$ cat src/rtl/uart_tx_arbiter_if.sv
// rtl/uart_tx_arbiter_if.sv - requester/transmitter handshake bundle for uart_tx_arbiter
interface uart_tx_arbiter_if;
    logic [3:0]  i_req_valid;
    logic [31:0] i_req_data;
    logic [3:0]  o_req_ready;
    logic [7:0]  o_tx_data;
    logic        o_tx_en;
    logic        i_tx_done;
    logic [1:0]  o_grant_id;
    logic        o_busy;
    logic        o_timeout;

    modport slave (
        input  i_req_valid,
        input  i_req_data,
        input  i_tx_done,
        output o_req_ready,
        output o_tx_data,
        output o_tx_en,
        output o_grant_id,
        output o_busy,
        output o_timeout
    );

    modport master (
        output i_req_valid,
        output i_req_data,
        output i_tx_done,
        input  o_req_ready,
        input  o_tx_data,
        input  o_tx_en,
        input  o_grant_id,
        input  o_busy,
        input  o_timeout
    );
endinterface

$ cat src/rtl/uart_tx_arbiter.sv
// rtl/uart_tx_arbiter.sv - round-robin byte arbiter feeding a single UART transmitter
module uart_tx_arbiter #(
    parameter int NREQ           = 4,
    parameter int TIMEOUT_CYCLES = 200000,
    parameter int GAP_CYCLES     = 2
) (
    input logic              clk,
    input logic              rst_n,
    uart_tx_arbiter_if.slave bus
);

    typedef enum logic [1:0] {
        S_IDLE,
        S_LAUNCH,
        S_WAIT_DONE,
        S_GAP
    } state_t;

    localparam logic [23:0] TIMER_LAST = 24'(TIMEOUT_CYCLES - 1);
    localparam logic [3:0]  GAP_LAST   = 4'(GAP_CYCLES - 1);

    state_t      state_q, state_d;
    logic [7:0]  tx_data_q, tx_data_d;
    logic        tx_en_q, tx_en_d;
    logic        busy_q, busy_d;
    logic        timeout_q, timeout_d;
    logic [1:0]  grant_q, grant_d;
    logic [1:0]  last_q, last_d;
    logic [23:0] timer_q, timer_d;
    logic [3:0]  gap_q, gap_d;

    logic        found;
    logic [1:0]  winner_idx;
    logic [3:0]  winner_oh;

    // Search starts one past the last grant; the 2-bit add wraps naturally.
    always_comb begin
        logic [1:0] cand;
        cand       = '0;
        found      = 1'b0;
        winner_idx = last_q;
        for (int i = 1; i <= NREQ; i++) begin
            cand = last_q + 2'(i);
            if (!found && bus.i_req_valid[cand]) begin
                found      = 1'b1;
                winner_idx = cand;
            end
        end
        winner_oh = found ? (4'b0001 << winner_idx) : 4'b0000;
    end

    assign bus.o_req_ready = (state_q == S_IDLE && rst_n) ? winner_oh : 4'b0000;

    always_comb begin
        state_d   = state_q;
        tx_data_d = tx_data_q;
        grant_d   = grant_q;
        last_d    = last_q;
        timer_d   = timer_q;
        gap_d     = gap_q;
        timeout_d = 1'b0;
        case (state_q)
            S_IDLE: begin
                if (found) begin
                    tx_data_d = bus.i_req_data[{winner_idx, 3'b000} +: 8];
                    grant_d   = winner_idx;
                    last_d    = winner_idx;
                    state_d   = S_LAUNCH;
                end
            end
            S_LAUNCH: begin
                timer_d = '0;
                state_d = S_WAIT_DONE;
            end
            S_WAIT_DONE: begin
                // A done pulse on the final timer cycle still counts as success.
                if (bus.i_tx_done) begin
                    gap_d   = '0;
                    state_d = S_GAP;
                end else if (timer_q == TIMER_LAST) begin
                    timeout_d = 1'b1;
                    gap_d     = '0;
                    state_d   = S_GAP;
                end else begin
                    timer_d = timer_q + 24'd1;
                end
            end
            S_GAP: begin
                if (gap_q == GAP_LAST) begin
                    state_d = S_IDLE;
                end else begin
                    gap_d = gap_q + 4'd1;
                end
            end
            default: state_d = S_IDLE;
        endcase
        tx_en_d = (state_d == S_LAUNCH);
        busy_d  = (state_d != S_IDLE);
    end

    always_ff @(posedge clk or negedge rst_n) begin
        if (!rst_n) begin
            state_q   <= S_IDLE;
            tx_data_q <= '0;
            tx_en_q   <= 1'b0;
            busy_q    <= 1'b0;
            timeout_q <= 1'b0;
            grant_q   <= '0;
            last_q    <= 2'd3;
            timer_q   <= '0;
            gap_q     <= '0;
        end else begin
            state_q   <= state_d;
            tx_data_q <= tx_data_d;
            tx_en_q   <= tx_en_d;
            busy_q    <= busy_d;
            timeout_q <= timeout_d;
            grant_q   <= grant_d;
            last_q    <= last_d;
            timer_q   <= timer_d;
            gap_q     <= gap_d;
        end
    end

    assign bus.o_tx_data  = tx_data_q;
    assign bus.o_tx_en    = tx_en_q;
    assign bus.o_busy     = busy_q;
    assign bus.o_timeout  = timeout_q;
    assign bus.o_grant_id = grant_q;

endmodule

$ cat src/flat_wrapper.sv
// flat-port wrapper written by rule: the top's interface ports become plain ports
module uart_tx_arbiter_flat 
#(
    parameter int NREQ           = 4,
    parameter int TIMEOUT_CYCLES = 200000,
    parameter int GAP_CYCLES     = 2
)
  (clk, rst_n, bus_i_req_valid, bus_i_req_data, bus_i_tx_done, bus_o_req_ready, bus_o_tx_data, bus_o_tx_en, bus_o_grant_id, bus_o_busy, bus_o_timeout);
  uart_tx_arbiter_if bus_i ();
  input logic clk;
  input logic rst_n;
  input wire logic [$bits(bus_i.i_req_valid)-1:0] bus_i_req_valid;
  input wire logic [$bits(bus_i.i_req_data)-1:0] bus_i_req_data;
  input wire logic [$bits(bus_i.i_tx_done)-1:0] bus_i_tx_done;
  output wire logic [$bits(bus_i.o_req_ready)-1:0] bus_o_req_ready;
  output wire logic [$bits(bus_i.o_tx_data)-1:0] bus_o_tx_data;
  output wire logic [$bits(bus_i.o_tx_en)-1:0] bus_o_tx_en;
  output wire logic [$bits(bus_i.o_grant_id)-1:0] bus_o_grant_id;
  output wire logic [$bits(bus_i.o_busy)-1:0] bus_o_busy;
  output wire logic [$bits(bus_i.o_timeout)-1:0] bus_o_timeout;
  assign bus_i.i_req_valid = bus_i_req_valid;
  assign bus_i.i_req_data = bus_i_req_data;
  assign bus_i.i_tx_done = bus_i_tx_done;
  assign bus_o_req_ready = bus_i.o_req_ready;
  assign bus_o_tx_data = bus_i.o_tx_data;
  assign bus_o_tx_en = bus_i.o_tx_en;
  assign bus_o_grant_id = bus_i.o_grant_id;
  assign bus_o_busy = bus_i.o_busy;
  assign bus_o_timeout = bus_i.o_timeout;
  uart_tx_arbiter #(.NREQ(NREQ), .TIMEOUT_CYCLES(TIMEOUT_CYCLES), .GAP_CYCLES(GAP_CYCLES)) u_core (.clk(clk), .rst_n(rst_n), .bus(bus_i));
endmodule
$ cat config.mk
export PLATFORM = sky130hd
export DESIGN_NAME = uart_tx_arbiter_flat
export DESIGN_NICKNAME = d
export VERILOG_FILES = /design/src/rtl/uart_tx_arbiter_if.sv /design/src/rtl/uart_tx_arbiter.sv /design/src/flat_wrapper.sv
export SDC_FILE = /design/constraint.sdc
export NUM_CORES = 1
export LEC_CHECK = 0
export ABC_AREA = 1
export ABC_CLOCK_PERIOD_IN_PS = 4600
export CAP_MARGIN = 20
export CORE_ASPECT_RATIO = 1.2
export CORE_MARGIN = 4
export CORE_UTILIZATION = 38
export DETAILED_ROUTE_END_ITERATION = 10
export GPL_TIMING_DRIVEN = 0
export PLACE_DENSITY = 0.61
export RECOVER_POWER = 100
export SLEW_MARGIN = 10
export SYNTH_ARGS = -nofsm -noshare
export SYNTH_HDL_FRONTEND = slang
export SYNTH_SLANG_ARGS = --single-unit
export TNS_END_PERCENT = 30
$ cat constraint.sdc
create_clock -name clk -period 4.6 [get_ports clk]
set_input_delay 0.92 -clock clk [delete_from_list [all_inputs] [get_ports clk]]
set_output_delay 0.92 -clock clk [all_outputs]
set_load 0.01 [all_outputs]
==> results.cfg, run 1 <==
[critical_path]
r2r_slack_ps = 2000
reg2reg_to = u_core.timer_q[1]$_DFFE_PN0P_
crit_path_end_kind = primary output
critPathKind = in2out
arrival_ps = 3200
cp-start-kind = input pin
reg2reg_from = u_core.timer_q[0]$_DFFE_PN0P_
required_ps = 3680
critPathMaxFanout = 10
worst_r2r_path_depth = 12

[placed_design]
gp_congestion = 0.9142
dpl_cell_area_mm2 = 0.003966
numPortBuffers = 55
place_hpwl_um = 6557

[finish]
fillers = 834
seq_area_mm2 = 0.001129
multiInputGateArea_mm2 = 0.001784
final_nets = 583
diodes = 0
syn_to_final_growth_pct = 24.96
drive_above_1_share_pct = 8.856
final_area_mm2 = 0.004071
finish.utilization_pct = 49.39

[yosys]
synth_area_mm2 = 0.003258
synth_mux_area_share_pct = 0
synth_top_family_by_area = simple AND/OR/NAND/NOR gates
synth_fa_ha_area_share_pct = 1.152
synth_seq_cells = 45
synth_seq_area_share_pct = 34.64
synth.distinct_cells = 35
synthCells = 478
syn_avg_cell_area_um2 = 6.816
synthXorXnorAreaFrac_pct = 4.032
syn-num-nets = 520
yosys.area_share.simple_pct = 45.66
synth_compound_area_share_pct = 4.301
yosysWarnings = 0

[sta]
maxSlewViolCount = 0
fin_crit_ps = 4116
grt_setup_unrepaired = false
setup_viol = 0
tightest_slew_ps = 884.2
slew-limit-headroom_pct = 41.05
finalHoldViolations = 0
fmax_mhz = 242.9
layout_worst_path_cycle_share_pct = 89.48
finClkSkew_ps = 12.67

[global_routing]
grt_pass1_vias = 2939
grt_pass1_wl_um = 13940
antenna_found_initial = 0
grt_usage_pct = 17.03
gr-total-overflow = 0
met3_usage_pct = 3.696
use_met2_pct = 30.38
met1_usage_pct = 20.71
top_usage_layer = met2
grt_max_degree = 34

[clocking]
cts_hold_buf = 0
cts_tree = built
ctsResizeCount = 0
cts.htree.levels = 2
cts-root-buf = clkbuf_8
clock_latency_ps = 310
numClockSinks = 45
numCtsBuffers = 5
cts_setup_buffers = 0
path_clk_slew_ps = 90
clk_path_buf_depth = 2

[floorplan]
coreArea_mm2 = 0.008243
initial_utilization_pct = 39.53
die_h_um = 109.4
design.die.area_mm2 = 0.01013
rows = 36
die_x_um = 92.53
ios = 56

[power_and_ir_drop]
static-leakage-power_nw = 1.958
p_per_area_mw_per_mm2 = 568.1
peakVddDrop_mv = 0.4166

[detailed_routing]
drtPass1Iterations = 4
drc = 0
wirelength_um = 8290
drtAntennaViolNets = 0
drtIter0Drc = 145
via_per_inst = 4.814
routed-via-count = 3158
wl_per_cell_um = 12.64

[job]
max_cap_viol_count = 0

[worst_hold_path]
min_path_type = reg2reg
min_to = u_core.bus.o_tx_data[0]$_DFFE_PN0P_
hold_depth = 2
min-delay-start = u_core.bus.o_tx_data[0]$_DFFE_PN0P_

[outcome]
run_status = finished, final reports clean
-- per-stage QoR --
step | instances | setup TNS, ps | hold slack [ps] | setup WS [ps] | power (mW)
final | 656 | 0 | 478.5 | 483.7 | 2.313
after global routing | 656 | 0 | 506.8 | 253.7 | 2.529
after CTS | 656 | 0 | 488.1 | 650.7 | 2.413
after detailed placement | 648 | 0 | 464.4 | 667.6 | 2.039
after global placement | 647 | -1217 | 461.9 | -322.3 | 2.019
after floorplan | 478 | 0 | 467.8 | 1773 | 1.610
-- cell type report --
cell class,instances,area share [%]
multi-input cells,363,43.82
well taps,114,3.503
flip-flops and latches,45,27.72
clock inverters,3,1.690
repair buffers,56,13.86
clock buffers,5,1.690
plain buffers,16,2.581
inverters,54,5.132
-- placed cells by master, fill, tap and decap left out, types with 5 or more instances in the layout --
| cell type | count |
|---|---|
| nand2_1 | 154 |
| nand3_1 | 64 |
| inv_1 | 49 |
| dfrtp_1 | 43 |
| nor2_1 | 41 |
| clkdlybuf4s50_1 | 39 |
| o21ai_0 | 15 |
| dlygate4sd3_1 | 15 |
| xor2_1 | 13 |
| nor3_1 | 11 |
| nand2_2 | 10 |
| nand3_2 | 10 |
| nand4_1 | 9 |
| clkbuf_1 | 9 |
| a21oi_1 | 8 |
| nand3b_1 | 5 |
| o21ai_1 | 5 |
| clkbuf_8 | 5 |
-- sequential cells by signal, summed over array words and instances (netlist names) --
signal / count
u_core.timer_q: 24
u_core.bus.o_tx_data: 8
u_core.gap_q: 4
u_core.bus.o_grant_id: 2
u_core.last_q: 2
u_core.state_q: 2
u_core.bus.o_busy: 1
u_core.bus.o_timeout: 1
u_core.bus.o_tx_en: 1
-- worst max-delay path, cell delays in order --
cell and delay [ps]:
clkdlybuf4s50_1 440, nand2_1 70, nand2_1 80, nand2_1 150, nand2_4 90, nor2_1 200
nand3_1 100, nand2_1 100, clkinv_1 70, clkbuf_1 230, nor2_1 170, clkdlybuf4s50_1 570
-- where the power goes --
group          internal (mW)  switching, mW  leakage (nW)  total [mW]
combinational          0.493          0.880          1.30        1.37
clock                  0.219          0.148        0.0687       0.367
sequential             0.498         0.0744         0.589       0.573
total                   1.21           1.10          1.96        2.31
-- Yosys cell counts, drive strengths merged --
master	n	area [um2]
o21ai	20	100.1
nand3	75	437.9
xor2	13	113.9
inv	53	203.9
nor3b	3	22.52
clkinv	1	5.000
nor4	3	18.77
nand3b	5	37.54
nor2	42	167.7
a21oi	8	40.04
xnor2	2	17.52
nand2	167	679.4
nand4	9	56.30
dfstp	2	52.55
nor3	11	55.05
or2	2	12.52
ha	3	37.54
clkbuf	3	12.51
buf	13	111.4
dfrtp	43	1076
-- metal layers --
layer / vias to the layer above / wire, um / share of wire [%]
li1: 1654 / - / -
met1: 1418 / 3740 / 45
met2: 78 / 3971 / 48
met3: 8 / 478 / 5.8
met4: 0 / 99 / 1.2
met5: - / 0 / 0
-- cell families (layout without fill, tap and decap cells) --
| group | after synthesis | in the layout |
|---|---|---|
| flops | 45 | 45 |
| compound gates | 28 | 28 |
| simple gates | 317 | 317 |
| fa+ha+maj | 3 | 3 |
| xor+xnor | 15 | 15 |
| buf+inv | 70 | 134 |
-- worst max-delay path by stage --
stage,cells past startpoint,from,to
2_1_floorplan,10,bus_i_req_valid[0],bus_o_req_ready[0]
3_3_place_gp,4,rst_n,bus_o_req_ready[3]
3_5_place_dp,13,bus_i_req_valid[2],bus_o_req_ready[0]
4_1_cts,13,bus_i_req_valid[2],bus_o_req_ready[0]
5_1_grt,12,bus_i_req_valid[3],bus_o_req_ready[1]
6_report,12,bus_i_req_valid[2],bus_o_req_ready[1]
No activity file was read; power rests on OpenSTA's default activity.
==> inputs of run 2 (changes only) <==
--- a/config.mk
+++ b/config.mk
@@ -13,6 +13,7 @@
 export CORE_UTILIZATION = 38
 export DETAILED_ROUTE_END_ITERATION = 10
 export GPL_TIMING_DRIVEN = 0
+export MAX_ROUTING_LAYER = met4
 export PLACE_DENSITY = 0.61
 export RECOVER_POWER = 100
 export SLEW_MARGIN = 10
==> run 2 against run 1 <==
Count of clock-buffer cells in the layout is 1 higher. Die area unchanged. Fmax is 0.41% lower. Highest routed layer unchanged. Clock power decreased by 18%. Largest cell class unchanged.
==> results.cfg, run 2 (synthesis gave the netlist of run 1 again) <==
[critical_path]
reg2reg_from = u_core.timer_q[0]$_DFFE_PN0P_
reg2reg_to = u_core.timer_q[22]$_DFFE_PN0P_
crit_path_end_kind = primary output
worst_r2r_path_depth = 12
critical_path.startpoint = bus_i_req_valid[2]
critPathMaxFanout = 10
critPathKind = in2out
required_ps = 3680
cp-start-kind = input pin
r2r_slack_ps = 2080
arrival_ps = 3210

[sta]
setup_viol = 0
tightest_slew_ps = 863.0
layout_worst_path_cycle_share_pct = 89.85
grt_setup_unrepaired = false
finClkSkew_ps = 10.90
fin_crit_ps = 4133
maxSlewViolCount = 0
finalHoldViolations = 0
tns_ps = 0
slew-limit-headroom_pct = 42.47
fmax_mhz = 241.9

[finish]
final_common_cell = nand2_1
fin_cells = 656
seq_area_mm2 = 0.001129
multiInputGateArea_mm2 = 0.001794
drive_above_1_share_pct = 9.225
mostFrequentLayoutCells = nand2_1 (153), nand3_1 (64), inv_1 (49), dfrtp_1 (43), nor2_1 (40)
final_nets = 583
diodes = 0
largest-register = u_core.timer_q
largest_register_ff_count = 24
fillers = 844
syn_to_final_growth_pct = 24.46

[placed_design]
gp_congestion = 0.9381
numPortBuffers = 55
place_hpwl_um = 6584
dp_cells = 648

[worst_hold_path]
hold_depth = 2
min_path_type = reg2reg
min-delay-start = u_core.bus.o_tx_data[3]$_DFFE_PN0P_
min_to = u_core.bus.o_tx_data[3]$_DFFE_PN0P_

[clocking]
cts-root-buf = clkbuf_8
numClockSinks = 45
clk_path_buf_depth = 2
numCtsBuffers = 5
cts_hold_buf = 0
cts_setup_buffers = 0
clock_latency_ps = 300
cts_tree = built
cts.htree.levels = 2
path_clk_slew_ps = 90
ctsResizeCount = 0

[floorplan]
coreArea_mm2 = 0.008243
initial_utilization_pct = 39.53
die_h_um = 109.4
ios = 56
rows = 36
die_x_um = 92.53
design.die.area_mm2 = 0.01013

[global_routing]
grt_pass1_vias = 3208
gr-total-overflow = 0
grt_max_degree = 34
grt_usage_pct = 18.13
grt_pass1_wl_um = 14660
antenna_found_initial = 0

[detailed_routing]
wirelength_um = 8257
drtAntennaViolNets = 0
drtIter0Drc = 156
drtPass1Iterations = 4
via_per_inst = 4.813
wl_per_cell_um = 12.59
routed-via-count = 3157
drc = 0

[outcome]
run_status = finished, final reports clean

[power_and_ir_drop]
p_per_area_mw_per_mm2 = 557.5
peakVddDrop_mv = 0.3953
static-leakage-power_nw = 1.945

[job]
max_cap_viol_count = 0
## run 2: cell types whose count changed in the layout (fill, tap and decap cells not counted)
cell       delta
bufinv_16     -1
clkbuf_1      +1
clkinv_1      -1
clkinv_4      +1
inv_2         +1
inv_6         -1
nand2_1       -1
nand2_2       +1
nor2_1        -1
nor2_4        +1
## run 2: final cells by class
cell class	count	area share, %
clock inverters	2	0.9565
clock buffers	6	1.790
inverters	54	5.153
well taps	114	3.517
flip-flops and latches	45	27.83
multi-input cells	363	44.25
repair buffers	56	13.92
plain buffers	16	2.592
## run 2: worst max path at each step
stage,to,slack (ps)
after floorplan,bus_o_req_ready[0],1770
after global placement,bus_o_req_ready[3],-320
after detailed placement,bus_o_req_ready[2],650
after CTS,bus_o_req_ready[0],640
after global routing,bus_o_req_ready[0],250
final,bus_o_req_ready[0],470
## run 2: metrics by stage
stage / hold slack, ps / instance area (um2) / utilization, % / power [mW] / worst slack, ps
after floorplan: 467.8 / 3258 / - / 1.610 / 1773
after CTS: 494.5 / 4078 / 49.47 / 2.346 / 643.4
final: 479.8 / 4055 / 49.20 / 2.261 / 466.9
after global placement: 462.6 / 3951 / 47.94 / 2.018 / -322.9
after global routing: 526.3 / 4055 / 49.20 / 2.489 / 253.6
after detailed placement: 470.2 / 3966 / 48.12 / 2.035 / 652.4
## run 2: layer usage
metal	vias to the layer above	GRT usage (%)	part of all wire [%]
li1	1657	-	-
met1	1407	20.83	44
met2	83	31.88	49
met3	10	3.422	5.1
met4	0	6.051	1.8
met5	-	-	0
## run 2: power breakdown
group          internal [mW]  total (mW)  switching, mW
Sequential             0.499       0.572         0.0731
Combinational          0.499        1.39          0.888
Clock                  0.163       0.302          0.139
Total                   1.16        2.26           1.10
## run 2: worst max-delay path, stage by stage
cell and delay, ps:
dlygate4sd3_1 570, nand2_1 70, nand2_1 90, nand2_2 120, nand2_4 80, inv_6 80, nand3_1 70, nand3_1 80
nand2_1 80, inv_1 80, clkbuf_1 360, nor2_1 100, clkdlybuf4s50_1 510
==> inputs of run 3 (changes only) <==
--- a/config.mk
+++ b/config.mk
@@ -5,16 +5,17 @@
 export SDC_FILE = /design/constraint.sdc
 export NUM_CORES = 1
 export LEC_CHECK = 0
-export ABC_AREA = 1
+export ABC_AREA = 0
 export ABC_CLOCK_PERIOD_IN_PS = 4600
 export CAP_MARGIN = 20
+export CELL_PAD_IN_SITES_DETAIL_PLACEMENT = 0
+export CELL_PAD_IN_SITES_GLOBAL_PLACEMENT = 2
 export CORE_ASPECT_RATIO = 1.2
 export CORE_MARGIN = 4
-export CORE_UTILIZATION = 38
+export CORE_UTILIZATION = 33
 export DETAILED_ROUTE_END_ITERATION = 10
 export GPL_TIMING_DRIVEN = 0
-export MAX_ROUTING_LAYER = met4
-export PLACE_DENSITY = 0.61
+export PLACE_DENSITY = 0.85
 export RECOVER_POWER = 100
 export SLEW_MARGIN = 10
 export SYNTH_ARGS = -nofsm -noshare
==> run 3 against run 2 <==
Clock power grew 4%. Register-to-register slack improved by 260 ps. Total power shrank 36%. Critical path depth down 6. Sequential cell count is the same. Via count is 25% lower. Largest power group unchanged. Core utilization shrank 4.9 points. First-iteration DRC count is 42% lower. Synthesized area shrank 19%. Final area fell by 15%. Sequential power shrank 3.5%. Fmax fell by 5.0%.
==> results.cfg, run 3 <==
[finish]
diodes = 0
fillers = 790
final_common_cell = dfrtp_1
final_nets = 395
drive_above_1_share_pct = 7.910
largest-register = u_core.timer_q
fin_cells = 446
largest_register_ff_count = 24
mostFrequentLayoutCells = dfrtp_1 (43), clkdlybuf4s50_1 (36), nand2_1 (33), nor2_1 (25), dlygate4sd3_1 (18)
syn_to_final_growth_pct = 29.77

[sta]
tightest_slew_ps = 882.8
maxSlewViolCount = 0
setup_ws_ps = 248.1
fin_crit_ps = 4352
finClkSkew_ps = 7.417
slew-limit-headroom_pct = 41.15
tns_ps = 0
fmax_mhz = 229.8
grt_setup_unrepaired = false
layout_worst_path_cycle_share_pct = 94.61
whs_ps = 473.5
finalHoldViolations = 0
setup_viol = 0

[critical_path]
reg2reg_to = u_core.bus.o_tx_data[0]$_DFFE_PN0P_
crit_path_end_kind = primary output
arrival_ps = 3430
worst_r2r_path_depth = 7
crit_end = bus_o_req_ready[3]
critical_path.startpoint = bus_i_req_valid[2]
cp-start-kind = input pin
reg2reg_from = u_core.last_q[1]$_DFFE_PN1P_
critPathMaxFanout = 10
required_ps = 3680
critPathKind = in2out
r2r_slack_ps = 2340

[yosys]
synth_top_area_share_pct = 40.64
synthArstFlopShare_pct = 100.0
synth_area_mm2 = 0.002648
synth.largest_area_cell = dfrtp_1
synth.distinct_cells = 47
yosysWarnings = 0
synthCells = 290
synth_seq_cells = 45
yosys.cell_count.top_type = dfrtp_1
synth_seq_area_share_pct = 42.63
ys.flop_type = dfrtp_1
synth_area_leaders = dfrtp_1 (41%), mux2i_1 (5.3%), nand2_1 (4.7%)
synthTopCellsByCount = dfrtp_1 (43), nand2_1 (33), nor2_1 (25), nand4_1 (17), mux2i_1 (14)
syn-num-nets = 332
synth_edf_count = 0
syn_avg_cell_area_um2 = 9.129

[floorplan]
rows = 35
die_x_um = 89.77
design.die.area_mm2 = 0.009526
die_h_um = 106.1
ios = 56
initial_utilization_pct = 34.16
coreArea_mm2 = 0.007751

[detailed_routing]
drc = 0
drtIter0Drc = 90
via_per_inst = 5.327
wirelength_um = 6672
drtPass1Iterations = 4
routed-via-count = 2376
wl_per_cell_um = 14.96
drtAntennaViolNets = 0

[placed_design]
place_ws_ps = 403.9
gp_congestion = 0.8440
place_hpwl_um = 5181
numPortBuffers = 55
dp_cells = 438

[worst_hold_path]
min_path_type = reg2reg

[power_and_ir_drop]
p_per_area_mw_per_mm2 = 421.4
peakVddDrop_mv = 0.2284
p_total_mw = 1.448
static-leakage-power_nw = 1.468

[clocking]
ctsResizeCount = 0
clock_latency_ps = 300
cts_tree = built
cts_setup_buffers = 0
cts_hold_buf = 0
clk_path_buf_depth = 2
numClockSinks = 45
cts.htree.levels = 2
numCtsBuffers = 5
cts-root-buf = clkbuf_8
path_clk_slew_ps = 80

[job]
max_cap_viol_count = 0

[global_routing]
grt_max_degree = 36
use_met2_pct = 26.56
top_usage_layer = met2
antenna_found_initial = 0
grt_pass1_vias = 2492
grt_usage_pct = 14.50
met3_usage_pct = 3.822
gr-total-overflow = 0
met1_usage_pct = 16.31
grt_pass1_wl_um = 11480

[outcome]
run_status = finished, final reports clean
## run 3: cell count changes in the layout (fill, tap and decap cells not counted), moves of 8 or more
cell      delta
a211o_1      +9
inv_1       -44
mux2i_1     +14
nand2_1    -120
nand2_2     -11
nand3_1     -53
nand3_2     -10
nand4_1      +8
nor2_1      -15
o211ai_1     +9
o21ai_0      -8
o31ai_1      +9
## run 3: layout make-up
type / instances / area, um2 / share of cell area [%]
clock buffers: 7 / 86.33 / 2.513
clock inverters: 1 / 30.03 / 0.8740
multi-input cells: 224 / 1424 / 41.44
plain buffers: 15 / 65.06 / 1.894
well taps: 92 / 115.1 / 3.350
repair buffers: 56 / 564.3 / 16.42
inverters: 6 / 22.52 / 0.6555
flip-flops and latches: 45 / 1129 / 32.85
## run 3: power by group
group	leakage, nW	internal, mW	switching, mW
registers	0.590	0.486	0.0664
clock network	0.0585	0.177	0.136
logic	0.820	0.263	0.320
## run 3: cell families after synthesis
kind of cell,Yosys count,share of synthesized area [%]
buffers and inverters,21,3.308
AND/OR/NAND/NOR,144,29.63
multiplexers,14,5.293
flip-flops,45,42.63
XOR/XNOR,15,4.962
adder cells (fa/ha/maj),3,1.418
AO/OA/AOI/OAI,48,12.76
## run 3: worst min path at each step
stage          depth (start not counted)                                  from  slack, ps                                    to
6_report                               1  u_core.bus.o_grant_id[1]$_DFFE_PN0P_        470  u_core.bus.o_grant_id[1]$_DFFE_PN0P_
3_5_place_dp                           1  u_core.bus.o_grant_id[1]$_DFFE_PN0P_        460  u_core.bus.o_grant_id[1]$_DFFE_PN0P_
5_1_grt                                2   u_core.bus.o_tx_data[0]$_DFFE_PN0P_        520   u_core.bus.o_tx_data[0]$_DFFE_PN0P_
4_1_cts                                1  u_core.bus.o_grant_id[1]$_DFFE_PN0P_        490  u_core.bus.o_grant_id[1]$_DFFE_PN0P_
2_1_floorplan                          1         u_core.timer_q[4]$_DFFE_PN0P_        480         u_core.timer_q[4]$_DFFE_PN0P_
3_3_place_gp                           1  u_core.bus.o_grant_id[1]$_DFFE_PN0P_        460  u_core.bus.o_grant_id[1]$_DFFE_PN0P_
## run 3: worst max-delay path, stage by stage
cell and delay (ps):
clkdlybuf4s50_1 460, nand2b_1 180, a21oi_1 710, nor3_4 120, buf_4 240, nor3_1 180, dlygate4sd3_1 630
## run 3: layer usage
| metal | vias to the layer above | part of all wire [%] |
|---|---|---|
| li1 | 1179 | - |
| met1 | 1114 | 44 |
| met2 | 70 | 48 |
| met3 | 13 | 6.4 |
| met4 | 0 | 2.1 |
| met5 | - | 0 |
## run 3: per-stage QoR
| step | area, um2 | utilization (%) |
|---|---|---|
| floorplan | 2648 | - |
| global placement | 3313 | 42.74 |
| global route | 3436 | 44.33 |
| finish | 3436 | 44.33 |
| CTS | 3445 | 44.44 |
| detailed placement | 3328 | 42.94 |
